$ cat src/rtl/def_ss_arb_pkg.sv
// ============================================================================
// def_ss_arb_pkg : shared types, constants and helpers for the arbitrated
//                  data subsystem
// Revision       : 1.0 - initial release
// ============================================================================
`default_nettype none

package def_ss_arb_pkg;

  localparam int N_CH_DEF       = 2;
  localparam int DATA_WIDTH_DEF = 8;

  // Channel-ID width that never collapses to zero bits for a single channel.
  function automatic int clog2_min1(input int n);
    return (n <= 2) ? 1 : $clog2(n);
  endfunction

  localparam int CH_W = clog2_min1(N_CH_DEF);

  typedef struct packed {
    logic [DATA_WIDTH_DEF-1:0] data;
    logic [CH_W-1:0]           ch;
  } ch_word_t;

endpackage

`default_nettype wire

$ cat src/rtl/def_ss_arb_if.sv
// ============================================================================
// def_ss_arb_if : valid/ready output stream carrying a data word and its
//                 source-channel tag
// Revision      : 1.0 - initial release
// ============================================================================
`default_nettype none

interface def_ss_arb_if #(
  parameter int DATA_WIDTH = 8,
  parameter int CH_W       = 1
);
  logic                  o_valid;
  logic [DATA_WIDTH-1:0] o_data;
  logic [CH_W-1:0]       o_ch;
  logic                  i_ready;

  modport master (output o_valid, output o_data, output o_ch, input i_ready);
  modport slave  (input o_valid, input o_data, input o_ch, output i_ready);
endinterface

`default_nettype wire

$ cat src/rtl/def_ss_arb_fifo.sv
// ============================================================================
// def_ss_arb_fifo : per-channel synchronous FIFO, no fall-through; a push to a
//                   full FIFO is accepted only when it is popped in that cycle
// Revision        : 1.0 - initial release
// ============================================================================
`default_nettype none

module def_ss_arb_fifo #(
  parameter int DATA_WIDTH = 8,
  parameter int FIFO_DEPTH = 4
) (
  input  wire logic                  clk,
  input  wire logic                  rst,
  input  wire logic                  push,
  input  wire logic [DATA_WIDTH-1:0] wr_data,
  input  wire logic                  pop,
  output logic                       full,
  output logic                       empty,
  output logic [DATA_WIDTH-1:0]      rd_data
);
  localparam int AW = $clog2(FIFO_DEPTH);

  logic [DATA_WIDTH-1:0] r_mem [FIFO_DEPTH];
  logic [AW:0]           r_wr_ptr;
  logic [AW:0]           r_rd_ptr;
  logic                  w_do_pop;
  logic                  w_do_push;

  // Extra MSB distinguishes full from empty when the index bits match.
  assign empty     = (r_wr_ptr == r_rd_ptr);
  assign full      = (r_wr_ptr[AW] != r_rd_ptr[AW]) &&
                     (r_wr_ptr[AW-1:0] == r_rd_ptr[AW-1:0]);
  assign w_do_pop  = pop && !empty;
  assign w_do_push = push && (!full || w_do_pop);
  assign rd_data   = r_mem[r_rd_ptr[AW-1:0]];

  always_ff @(posedge clk or posedge rst) begin
    if (rst) begin
      r_wr_ptr <= '0;
      r_rd_ptr <= '0;
    end else begin
      if (w_do_push) r_wr_ptr <= r_wr_ptr + 1'b1;
      if (w_do_pop)  r_rd_ptr <= r_rd_ptr + 1'b1;
    end
  end

  always_ff @(posedge clk) begin
    if (w_do_push) r_mem[r_wr_ptr[AW-1:0]] <= wr_data;
  end

endmodule

`default_nettype wire

$ cat src/rtl/def_ss_arb_top.sv
// ============================================================================
// def_ss_arb_top : N_CH counting generators, each buffered by a FIFO, merged
//                  onto one tagged stream by a round-robin arbiter.
//                  Define DEF_SS_ARB_DROP_CNT_EN to build the drop counters.
// Revision       : 1.0 - initial release
// ============================================================================
`default_nettype none

module def_ss_arb_top
  import def_ss_arb_pkg::*;
#(
  parameter int N_CH           = N_CH_DEF,
  parameter int DATA_WIDTH     = DATA_WIDTH_DEF,
  parameter int FIFO_DEPTH     = 4,
  parameter int PERIOD         = 4,
  parameter int DROP_CNT_WIDTH = 8
) (
  input  wire logic                           clk,
  input  wire logic                           rst,
  input  wire logic [N_CH-1:0]                i_en,
  def_ss_arb_if.master                        m_out,
  output logic [N_CH*DROP_CNT_WIDTH-1:0]      o_drop_cnt
);
  localparam int OUT_CH_W = clog2_min1(N_CH);
  localparam int PW       = clog2_min1(PERIOD);

  typedef struct packed {
    logic [DATA_WIDTH-1:0] data;
    logic [OUT_CH_W-1:0]   ch;
  } out_word_t;

  logic [PW-1:0]         r_pcnt;
  logic                  w_tick;
  logic [N_CH-1:0]       w_push;
  logic [N_CH-1:0]       w_pop;
  logic [N_CH-1:0]       w_full;
  logic [N_CH-1:0]       w_empty;
  logic [DATA_WIDTH-1:0] w_rd_data [N_CH];
  logic [OUT_CH_W-1:0]   r_ptr;
  logic [OUT_CH_W-1:0]   w_grant;
  logic                  w_any;
  logic                  w_load;
  logic                  r_valid;
  out_word_t             r_word;

  function automatic logic [OUT_CH_W-1:0] wrap_add(input logic [OUT_CH_W-1:0] base,
                                                   input int off);
    int s;
    s = int'(base) + off;
    if (s >= N_CH) s = s - N_CH;
    return OUT_CH_W'(s);
  endfunction

  assign w_tick = (r_pcnt == PW'(PERIOD - 1));

  always_ff @(posedge clk or posedge rst) begin
    if (rst)         r_pcnt <= '0;
    else if (w_tick) r_pcnt <= '0;
    else             r_pcnt <= r_pcnt + 1'b1;
  end

  for (genvar c = 0; c < N_CH; c++) begin : g_ch
    logic [DATA_WIDTH-1:0] r_gen;

    // The counter advances on every enabled tick, whether or not the word fits.
    always_ff @(posedge clk or posedge rst) begin
      if (rst)                     r_gen <= DATA_WIDTH'(c);
      else if (w_tick && i_en[c])  r_gen <= r_gen + 1'b1;
    end

    assign w_push[c] = w_tick && i_en[c];

    def_ss_arb_fifo #(
      .DATA_WIDTH (DATA_WIDTH),
      .FIFO_DEPTH (FIFO_DEPTH)
    ) u_fifo (
      .clk     (clk),
      .rst     (rst),
      .push    (w_push[c]),
      .wr_data (r_gen),
      .pop     (w_pop[c]),
      .full    (w_full[c]),
      .empty   (w_empty[c]),
      .rd_data (w_rd_data[c])
    );
  end

  assign w_load = !r_valid || m_out.i_ready;
  assign w_any  = |(~w_empty);

  // Scan offsets high-to-low so the closest non-empty channel after ptr wins.
  always_comb begin
    w_grant = r_ptr;
    for (int k = N_CH - 1; k >= 0; k--) begin
      if (!w_empty[wrap_add(r_ptr, k)]) w_grant = wrap_add(r_ptr, k);
    end
  end

  always_comb begin
    w_pop = '0;
    if (w_load && w_any) w_pop[w_grant] = 1'b1;
  end

  always_ff @(posedge clk or posedge rst) begin
    if (rst) begin
      r_valid <= 1'b0;
      r_word  <= '0;
      r_ptr   <= '0;
    end else if (w_load) begin
      r_valid <= w_any;
      if (w_any) begin
        r_word <= '{data: w_rd_data[w_grant], ch: w_grant};
        r_ptr  <= wrap_add(w_grant, 1);
      end
    end
  end

  assign m_out.o_valid = r_valid;
  assign m_out.o_data  = r_word.data;
  assign m_out.o_ch    = r_word.ch;

`ifdef DEF_SS_ARB_DROP_CNT_EN
  for (genvar c = 0; c < N_CH; c++) begin : g_drop
    logic [DROP_CNT_WIDTH-1:0] r_cnt;
    logic                      w_drop;

    assign w_drop = w_push[c] && w_full[c] && !w_pop[c];

    always_ff @(posedge clk or posedge rst) begin
      if (rst)                          r_cnt <= '0;
      else if (w_drop && (r_cnt != '1)) r_cnt <= r_cnt + 1'b1;
    end

    assign o_drop_cnt[c*DROP_CNT_WIDTH +: DROP_CNT_WIDTH] = r_cnt;
  end
`else
  logic w_unused_full;
  assign w_unused_full = |w_full;
  assign o_drop_cnt    = '0;
`endif

endmodule

`default_nettype wire

$ cat src/flat_wrapper.sv
// flat-port wrapper written by rule: the top's interface ports become plain ports
module def_ss_arb_top_flat import def_ss_arb_pkg::*;
#(
  parameter int N_CH           = N_CH_DEF,
  parameter int DATA_WIDTH     = DATA_WIDTH_DEF,
  parameter int FIFO_DEPTH     = 4,
  parameter int PERIOD         = 4,
  parameter int DROP_CNT_WIDTH = 8
)
  (clk, rst, i_en, o_drop_cnt, m_out_o_valid, m_out_o_data, m_out_o_ch, m_out_i_ready);
  def_ss_arb_if #(.DATA_WIDTH(DATA_WIDTH), .CH_W((2))) m_out_i ();
  input  wire logic clk;
  input  wire logic rst;
  input  wire logic [N_CH-1:0] i_en;
  output logic [N_CH*DROP_CNT_WIDTH-1:0] o_drop_cnt;
  output wire logic [$bits(m_out_i.o_valid)-1:0] m_out_o_valid;
  output wire logic [$bits(m_out_i.o_data)-1:0] m_out_o_data;
  output wire logic [$bits(m_out_i.o_ch)-1:0] m_out_o_ch;
  input wire logic [$bits(m_out_i.i_ready)-1:0] m_out_i_ready;
  assign m_out_o_valid = m_out_i.o_valid;
  assign m_out_o_data = m_out_i.o_data;
  assign m_out_o_ch = m_out_i.o_ch;
  assign m_out_i.i_ready = m_out_i_ready;
  def_ss_arb_top #(.N_CH(N_CH), .DATA_WIDTH(DATA_WIDTH), .FIFO_DEPTH(FIFO_DEPTH), .PERIOD(PERIOD), .DROP_CNT_WIDTH(DROP_CNT_WIDTH)) u_core (.clk(clk), .rst(rst), .i_en(i_en), .m_out(m_out_i), .o_drop_cnt(o_drop_cnt));
endmodule
$ cat config.mk
export PLATFORM = sky130hd
export DESIGN_NAME = def_ss_arb_top_flat
export DESIGN_NICKNAME = d
export VERILOG_FILES = /design/src/rtl/def_ss_arb_pkg.sv /design/src/rtl/def_ss_arb_if.sv /design/src/rtl/def_ss_arb_fifo.sv /design/src/rtl/def_ss_arb_top.sv /design/src/flat_wrapper.sv
export SDC_FILE = /design/constraint.sdc
export NUM_CORES = 1
export LEC_CHECK = 0
export CORE_ASPECT_RATIO = 0.5
export CORE_MARGIN = 2
export CORE_UTILIZATION = 40
export CTS_CLUSTER_SIZE = 30
export DETAILED_ROUTE_END_ITERATION = 8
export HOLD_SLACK_MARGIN = 0.08
export PLACE_DENSITY = 0.69
export SLEW_MARGIN = 40
export SYNTH_ARGS = -nofsm -noshare
export SYNTH_HDL_FRONTEND = slang
export SYNTH_SLANG_ARGS = --single-unit
$ cat constraint.sdc
create_clock -name clk -period 5.4 [get_ports clk]
set_clock_uncertainty 0.05 [all_clocks]
set_input_delay 1.35 -clock clk [delete_from_list [all_inputs] [get_ports clk]]
set_output_delay 1.35 -clock clk [all_outputs]
set_load 0.02 [all_outputs]
======== Yosys cells after proc, flatten, opt, wreduce, memory -nomap -nowiden ========
Memories as Yosys holds them, arrays and structs flattened.
Cells that the tools add are included.
word-level totals
  flip-flop bits (word level) ............. 41
  bits in latches ......................... 0
  memory bits (writable) .................. 64
  bits in read-only memories .............. 0
  input bits .............................. 5
  output and inout port bits .............. 27
  logic and storage cells ................. 82
  memories ................................ 2
operators by class
  add/sub/neg operators ................... 12
  multiply operators ...................... 0
  div/mod/pow operators ................... 0
  order comparisons ....................... 8
  eq/ne operators ......................... 7
  shift-type cells ........................ 0
  muxes and demuxes ....................... 20
  bitwise logic cells ..................... 2
  reduce and logical (&&, ||, !) cells .... 20
memory list
  name                         depth  bits a word  rd ports  clocked after Yosys merged registers in  write ports  RTL line               text
  u_core.g_ch[0].u_fifo.r_mem  4      8            1         0                                        1            def_ss_arb_fifo.sv:23  logic [DATA_WIDTH-1:0] r_mem [FIFO_DEPTH];
  u_core.g_ch[1].u_fifo.r_mem  4      8            1         0                                        1            def_ss_arb_fifo.sv:23
operators with widths
  operator               number
  $mux W8                3
  $add A8 B1 Y8 const B  2
  $mux W1                14
  $add A3 B1 Y3 const B  4
  $logic_and A1 B1 Y1    10
  $eq A3 B3 Y1           2
  $ge A2 B2 Y1 const B   3
  $lt A1 B2 Y1 const B   3
  $logic_not A1 Y1       5
  $add A1 B1 Y2 const B  2
  $eq A2 B2 Y1           2
  $mux W2                2
  $logic_or A1 B1 Y1     3
  $sub A1 B1 Y1 const B  3
  $add A2 B1 Y2 const B  1
  $eq A2 B2 Y1 const B   1
  $ge A1 B2 Y1 const B   1
  $ne A1 B1 Y1           2
  $not A1 Y2             1
  $not A2 Y2             1
  $reduce_and A2 Y1      1
  $reduce_or A2 Y1       1
  $demux W1 S1           1
  $ge A1 B1 Y1 const B   1

======== Depth between registers and ports, before layout ========
Gate-level depths: netlist (run 1).
  depth after elaboration ................. 17
  depth in mapped cells ................... 6
  depth with buffers taken out ............ 5

======== Modules after synthesis ========
From an unflattened synthesis (run 1), not the netlist that was laid out.
second synthesis, totals
  cell total of the unflattened synthesis .. 302
  area, all modules ....................... 4837.1 um^2
modules (own cells, without submodules)
  module           instances  cells an instance  area an instance (um^2)  sequential area each (um^2)
  def_ss_arb_fifo  2          78                 1651.6                   1111.1
  def_ss_arb_top   1          146                1534.0                   726.9

======== Worst setup path before layout (run 1) ========
OpenSTA, ideal clock, no wires.
  path kind ............................... input to register
  start ................................... in m_out_i_ready
  end ..................................... mem u_core.g_ch[1].u_fifo.r_mem[3][0] (enable)
  library setup time ...................... 0.381 ns
  arrival time ............................ 2.546 ns
  required time ........................... 4.969 ns
  slack ................................... 2.423 ns
  cell stages on the path ................. 3
  buffers on the path ..................... 0
  cells stage by stage .................... nor2b_1 -> or4_4 -> a31oi_1
between the ends
  word-level cells in the longest chain between the ends .. 8
ends and longest elaborated chain
  element                        RTL line               text
  from (decl)                    flat_wrapper.sv:19     input wire logic [$bits(m_out_i.i_ready)-1:0] m_out_i_ready;
  $logic_or A1 B1 Y1             def_ss_arb_top.sv:88   assign w_load = !r_valid || m_out.i_ready;
  $logic_and A1 B1 Y1            def_ss_arb_top.sv:101  if (w_load && w_any) w_pop[w_grant] = 1'b1;
  $mux W2                        def_ss_arb_top.sv:101
  $logic_and A1 B1 Y1            def_ss_arb_fifo.sv:33  assign w_do_pop = pop && !empty;
  $logic_or A1 B1 Y1             def_ss_arb_fifo.sv:34  assign w_do_push = push && (!full || w_do_pop);
  $logic_and A1 B1 Y1            def_ss_arb_fifo.sv:34
  $mux W1                        def_ss_arb_fifo.sv:48  if (w_do_push) r_mem[r_wr_ptr[AW-1:0]] <= wr_data;
  $mux W1 (implied by the code)  def_ss_arb_fifo.sv:48
  to (decl)                      def_ss_arb_fifo.sv:23
No other way between the ends.

======== Worst setup path after layout (run 1) ========
  start ................................... in m_out_i_ready
  end ..................................... mem u_core.g_ch[1].u_fifo.r_mem[1][1] (enable)
Same word-level chain as after synthesis.

==> results of run 1 <==
==> power breakdown <==
part	switching, W	internal (W)	leakage, nW	total [W]
sequential	0.000221	0.00101	1.03	0.00123
clock	0.000283	0.000420	0.161	0.000703
combinational	0.000417	0.000392	0.758	0.000809
==> cell usage after synthesis, drive strengths merged (5+ instances only) <==
library cell  instances
and2                  5
buf                  23
dfrtp                40
edfxtp               64
ha                   13
inv                  30
mux2                  5
mux4                 16
nand2                12
nand3                 7
nand4                12
nor2                  9
nor3                  5
o221ai                8
xnor2                17
xor2                 12
==> layout by cell type (no fill, tap or decap), drive strengths merged <==
cell type and instances:
dfstp 1, clkinv 3, mux2 5, xor2 12, nor2b 1, nor2 9, a31oi 2, and2 5
o221ai 8, nor4 1, inv 31, a21oi 1, ha 13, o311ai 1, nor3 5, a21o 1
buf 1, xnor2 17, nand2b 1, mux4 16, nand2 12, nand4 12, o21ai 2, edfxtp 64
dfrtp 40, clkdlybuf4s50 14, conb 17, o31ai 2, clkbuf 10, nand3 7, or4 1, a211o 1
or3b 1, bufinv 2, or3 1
==> flip-flops by register name, indices dropped and copies added (netlist names) <==
register	flops
u_core.r_pcnt	2
u_core.g_ch.u_fifo.r_wr_ptr	6
u_core.g_ch.u_fifo.r_rd_ptr	6
u_core.g_ch.r_gen	16
u_core.m_out.o_data	8
u_core.m_out.o_valid	1
u_core.r_ptr	1
u_core.g_ch.u_fifo.r_mem	64
u_core.m_out.o_ch	1
==> metal layers <==
| metal | wire length (um) | global-route usage [%] | vias to the layer above |
|---|---|---|---|
| li1 | - | - | 1084 |
| met1 | 3560 | 17.0 | 1185 |
| met2 | 3770 | 22.8 | 50 |
| met3 | 374 | 5.61 | 11 |
| met4 | 99 | 4.40 | 0 |
| met5 | 0 | 0 | - |
==> critical path: cells and delay by family <==
| kind | cells | cell delay (ns) |
|---|---|---|
| simple gates | 3 | 1.14 |
| buf+inv | 1 | 0.47 |
| compound gates | 1 | 0.28 |
==> metrics by stage <==
step	util [%]	instances	total power [W]	hold slack, ns
floorplan	-	314	0.00186	0.353
global placement	43.8	463	0.00203	0.364
detailed placement	43.8	463	0.00206	0.368
CTS	46.7	479	0.00277	0.376
global route	46.8	479	0.00290	0.380
finish	46.8	479	0.00274	0.374
==> worst min-delay path by stage <==
stage                           from               end  slack [ns]  depth (start not counted)
floorplan           u_core.r_pcnt[0]  u_core.r_pcnt[0]        0.35                          1
global route        u_core.r_pcnt[0]  u_core.r_pcnt[0]        0.38                          1
detailed placement  u_core.r_pcnt[0]  u_core.r_pcnt[0]        0.37                          1
global placement    u_core.r_pcnt[0]  u_core.r_pcnt[0]        0.36                          1
CTS                 u_core.r_pcnt[0]  u_core.r_pcnt[0]        0.38                          1
finish              u_core.r_pcnt[0]  u_core.r_pcnt[0]        0.37                          1
==> cell type report <==
| cell class | instances | area [um2] |
|---|---|---|
| Tap cell | 159 | 199 |
| Clock inverter | 6 | 90.1 |
| Fill cell | 946 | 5950 |
| Inverter | 30 | 113 |
| Clock buffer | 10 | 239 |
| Multi-Input combinational cell | 154 | 1490 |
| Timing Repair Buffer | 15 | 148 |
| Sequential cell | 105 | 2950 |
==> cells by family (layout without fill, tap and decap cells) <==
kind of cell               after synthesis  in the layout  share of synthesized area [%]
and+or+nand+nor                         56             56                           6.45
buffers and inverters                   55             61                           6.40
AOI/OAI and AO/OA                       18             18                           5.14
DFF                                    105            105                           63.1
other                                    1             17                         0.0802
xor gates and xnor gates                29             29                           5.91
adders and majority gates               13             13                           3.48
muxes                                   21             21                           9.47
==> impl_metrics.toml, run 1 <==
[status]
status = "complete, no violations"

[timing]
fin_crit_ns = 3.29
setup_ws_ns = 2.11
max_slew_margin_pct = 50.5
drv_slew = 0
setup_tns_ns = 0
worstMarginPinSlew_ns = 0.742
rsz0062_at_grt = "false"
finalCritPeriodShare_pct = 60.9
fmax_mhz = 304
setup_viol = 0
hold_viol = 0

[synthesis]
async_flop_share_pct = 39.0
syn_inst = 298
ys_types = 42
ys_seq_elements = 105
synth_seq_area_share_pct = 63.1
yosysTopAreaCellShare_pct = 41.1
synth.largest_area_cell = "edfxtp_1"
ys_top_cells_by_area = "edfxtp_1 (41%), dfrtp_1 (21%), mux4_2 (5.3%)"
synth_warnings = 0
netlist_area_um2 = 4680
synth-main-ff-cell = "edfxtp_1"
syn-mean-instance-area_um2 = 15.7
synth-edff-count = 64

[clocking]
cts_max_level = 3
path_clk_slew_ns = 0.06
numCtsBuffers = 9
cts_hold_buf = 0
root_buffer = "clkbuf_16"
tritoncts = "yes"
cts_sinks = 105
post_cts.repair.setup_buffers = 0
clock_latency_ns = 0.35
cts_resized = 0
cts_buffer_depth = 2

[pwr]
p_leak_nw = 1.95
power_density_nw_per_um2 = 524
ir_worst_vdd_mv = 0.202

[placement]
dp_slack_ns = 1.68
hpwlAfterDp_mm = 5.58
numPortBuffers = 14
placed_area_um2 = 4900
gp_congestion = 0.786

[critical_path]
path_class = "input pin to register"
critPathMaxFanout = 8
worst_setup_path_end_kind = "register"
r2r-end = "u_core.g_ch[0].u_fifo.r_mem[0][7]"
crit_chain = "clkdlybuf4s50_1 > nor2b_1 > or4_4 > a31oi_2 > and2_1"
reg2reg_depth = 4
cp-startpoint = "m_out_i_ready"
cp-start-kind = "input pin"
cp.required_ns = 5.36
crit_path_max_incr_delay_ns = 0.59
r2r_start = "u_core.g_ch[1].u_fifo.r_rd_ptr[0]"
reg2reg_slack_ns = 2.74
worstSetupEndpoint = "u_core.g_ch[1].u_fifo.r_mem[1][1]"
critPathArrivalTime_ns = 3.24
slowest_stage = "or4_4"

[floorplanning]
ioPinCount = 32
initial_core_util_pct = 41.8
die-area_um2 = 12600
die_y_um = 80.5
std_cell_rows = 27
core-area_um2 = 11200
die_x_um = 157

[route]
routed_wirelength_mm = 7.80
dr_total_vias = 2330
viasPerCell = 4.86
wire_per_inst_um = 16.3
ant_nets = 0
drc_errors = 0
drt-initial-drc-count = 184
firstDrtPassIters = 4

[finish]
n_antenna_cell = 0
fin_nets = 333
layout-drive-gt1-share_pct = 16.3
area_growth_pct = 11.9
fin_area_um2 = 5230

[worst_hold_path]
hold_path.class = "register to register"

[global_routing]
grt_max_degree = 29
grt_antenna_before_repair = 0
grt_overflow = 0
grt_first_pass_wirelength_mm = 12.6
grt_pass1_vias = 2353
track_usage_pct = 13.9

[run]
drv_cap = 0
(Power assumes the default switching activity.)
==> run 2: changes to the inputs <==
--- a/config.mk
+++ b/config.mk
@@ -11,7 +11,7 @@
 export CTS_CLUSTER_SIZE = 30
 export DETAILED_ROUTE_END_ITERATION = 8
 export HOLD_SLACK_MARGIN = 0.08
-export PLACE_DENSITY = 0.69
+export PLACE_DENSITY = 0.71
 export SLEW_MARGIN = 40
 export SYNTH_ARGS = -nofsm -noshare
 export SYNTH_HDL_FRONTEND = slang
==> constraint.sdc (replaced) <==
create_clock -name clk -period 2.71 [get_ports clk]
set_clock_uncertainty 0.05 [all_clocks]
set_input_delay 0.6775 -clock clk [delete_from_list [all_inputs] [get_ports clk]]
set_output_delay 0.6775 -clock clk [all_outputs]
set_load 0.02 [all_outputs]
==> impl_metrics.toml, run 2 (same netlist as run 1, synthesis figures left out) <==
[timing]
finalCritPeriodShare_pct = 89.6
max_slew_margin_pct = 57.3
worstMarginPinSlew_ns = 0.638
setup_viol = 0
drv_slew = 0
fin_crit_ns = 2.43
fmax_mhz = 412
rsz0062_at_grt = "false"
hold_viol = 0
holdWs_ns = 0.381

[global_routing]
grt_overflow = 0
grt_first_pass_wirelength_mm = 12.9
grt_pass1_vias = 2422
grt_antenna_before_repair = 0
grt_max_degree = 42
track_usage_pct = 13.8

[critical_path]
crit_path_max_incr_delay_ns = 0.56
crit_chain = "clkdlybuf4s50_1 > nor2b_1 > or4_4 > a31oi_2 > and2_1"
path_class = "input pin to register"
critPathMaxFanout = 8
slowest_stage = "or4_4"
critPathArrivalTime_ns = 2.39
cp.required_ns = 2.67
reg2reg_slack_ns = 0.38
cp-start-kind = "input pin"
worst_setup_path_end_kind = "register"

[route]
dr.max_layer_used = "met4"
ant_nets = 0
drc_errors = 0
wire_per_inst_um = 15.5
dr_wl_met3_um = 374
dr_total_vias = 2332
wl_met1_mm = 3.41
firstDrtPassIters = 4
routed_wirelength_mm = 7.64
wl_met2_mm = 3.77
viasPerCell = 4.73
drt-initial-drc-count = 178

[finish]
fin_nets = 347
final_common_cell = "edfxtp_1"
n_antenna_cell = 0
area_growth_pct = 13.9
fin_cells = 493
layout-drive-gt1-share_pct = 19.8
layout_common_cells = "edfxtp_1 (64), dfrtp_1 (40), inv_1 (30)"
largest_reg_flops = 64

[placement]
numPortBuffers = 14
dp.cells = 477
hpwlAfterDp_mm = 5.52
gp_congestion = 0.757

[pwr]
p_leak_nw = 2.02
power_density_nw_per_um2 = 1020
ir_worst_vdd_mv = 0.416

[floorplanning]
ioPinCount = 32
initial_core_util_pct = 41.8
die-area_um2 = 12600
std_cell_rows = 27
die_x_um = 157
core-area_um2 = 11200
die_y_um = 80.5

[clocking]
post_cts.repair.setup_buffers = 0
tritoncts = "yes"
numCtsBuffers = 9
cts_hold_buf = 0
clock_latency_ns = 0.35
cts_buffer_depth = 2
cts_max_level = 3
cts_sinks = 105
cts_resized = 0
path_clk_slew_ns = 0.07
root_buffer = "clkbuf_16"

[run]
drv_cap = 0

[worst_hold_path]
hold_path.class = "register to register"

[status]
status = "complete, no violations"
## run 2: changes by cell type in the layout (fill, tap and decap cells not counted), sizes merged
cell    before  now
buf          1   15
bufinv       2    1
clkbuf      10    9
inv         31   33
## run 2: final timing paths
kind | to | cells after the start | from
max | u_core.g_ch[1].u_fifo.r_mem[2][2] | 5 | m_out_i_ready
min reg2reg | u_core.r_pcnt[0] | 1 | u_core.r_pcnt[0]
max in group asynchronous | u_core.g_ch[1].r_gen[0] | 3 | rst
min in group asynchronous | u_core.g_ch[0].u_fifo.r_rd_ptr[2] | 3 | rst
max reg2reg | u_core.g_ch[1].u_fifo.r_mem[2][2] | 4 | u_core.g_ch[0].u_fifo.r_rd_ptr[1]
min | u_core.r_pcnt[0] | 1 | u_core.r_pcnt[0]
## run 2: through the flow
step	worst slack (ns)	power [W]	utilization (%)	TNS, ns	area (um2)
global placement	-0.0628	0.00410	44.9	-0.524	5030
floorplan	0.405	0.00372	-	0	4740
detailed placement	-0.107	0.00419	44.9	-0.911	5030
finish	0.281	0.00545	47.6	0	5330
CTS	0.259	0.00550	47.6	0	5330
global route	0.132	0.00579	47.6	0	5330
## run 2: metal layers
metal | vias up | global-route usage (%)
met5 | - | 0
met2 | 45 | 23.6
met1 | 1169 | 17.1
met3 | 8 | 4.32
met4 | 0 | 3.76
li1 | 1110 | -
## run 2: area by class of cell
| cell class | count | area, um2 |
|---|---|---|
| tap | 159 | 199 |
| clock buffer | 9 | 225 |
| sequential | 105 | 2950 |
| inverter | 30 | 113 |
| timing repair buffer | 29 | 278 |
| multi-input combinational | 154 | 1490 |
| fill | 948 | 5860 |
| clock inverter | 7 | 75.1 |
## run 2: report_power, final
group          leakage [nW]  internal [W]  switching, W
clock                 0.151      0.000724      0.000579
combinational         0.833      0.000846      0.000965
sequential             1.03       0.00201      0.000325
total                  2.02       0.00358       0.00187
## run 2: critical path: cells and delay by family
kind,cells,cell delay [ns]
and+or+nand+nor,3,1.04
buffers and inverters,1,0.47
AOI/OAI and AO/OA,1,0.20
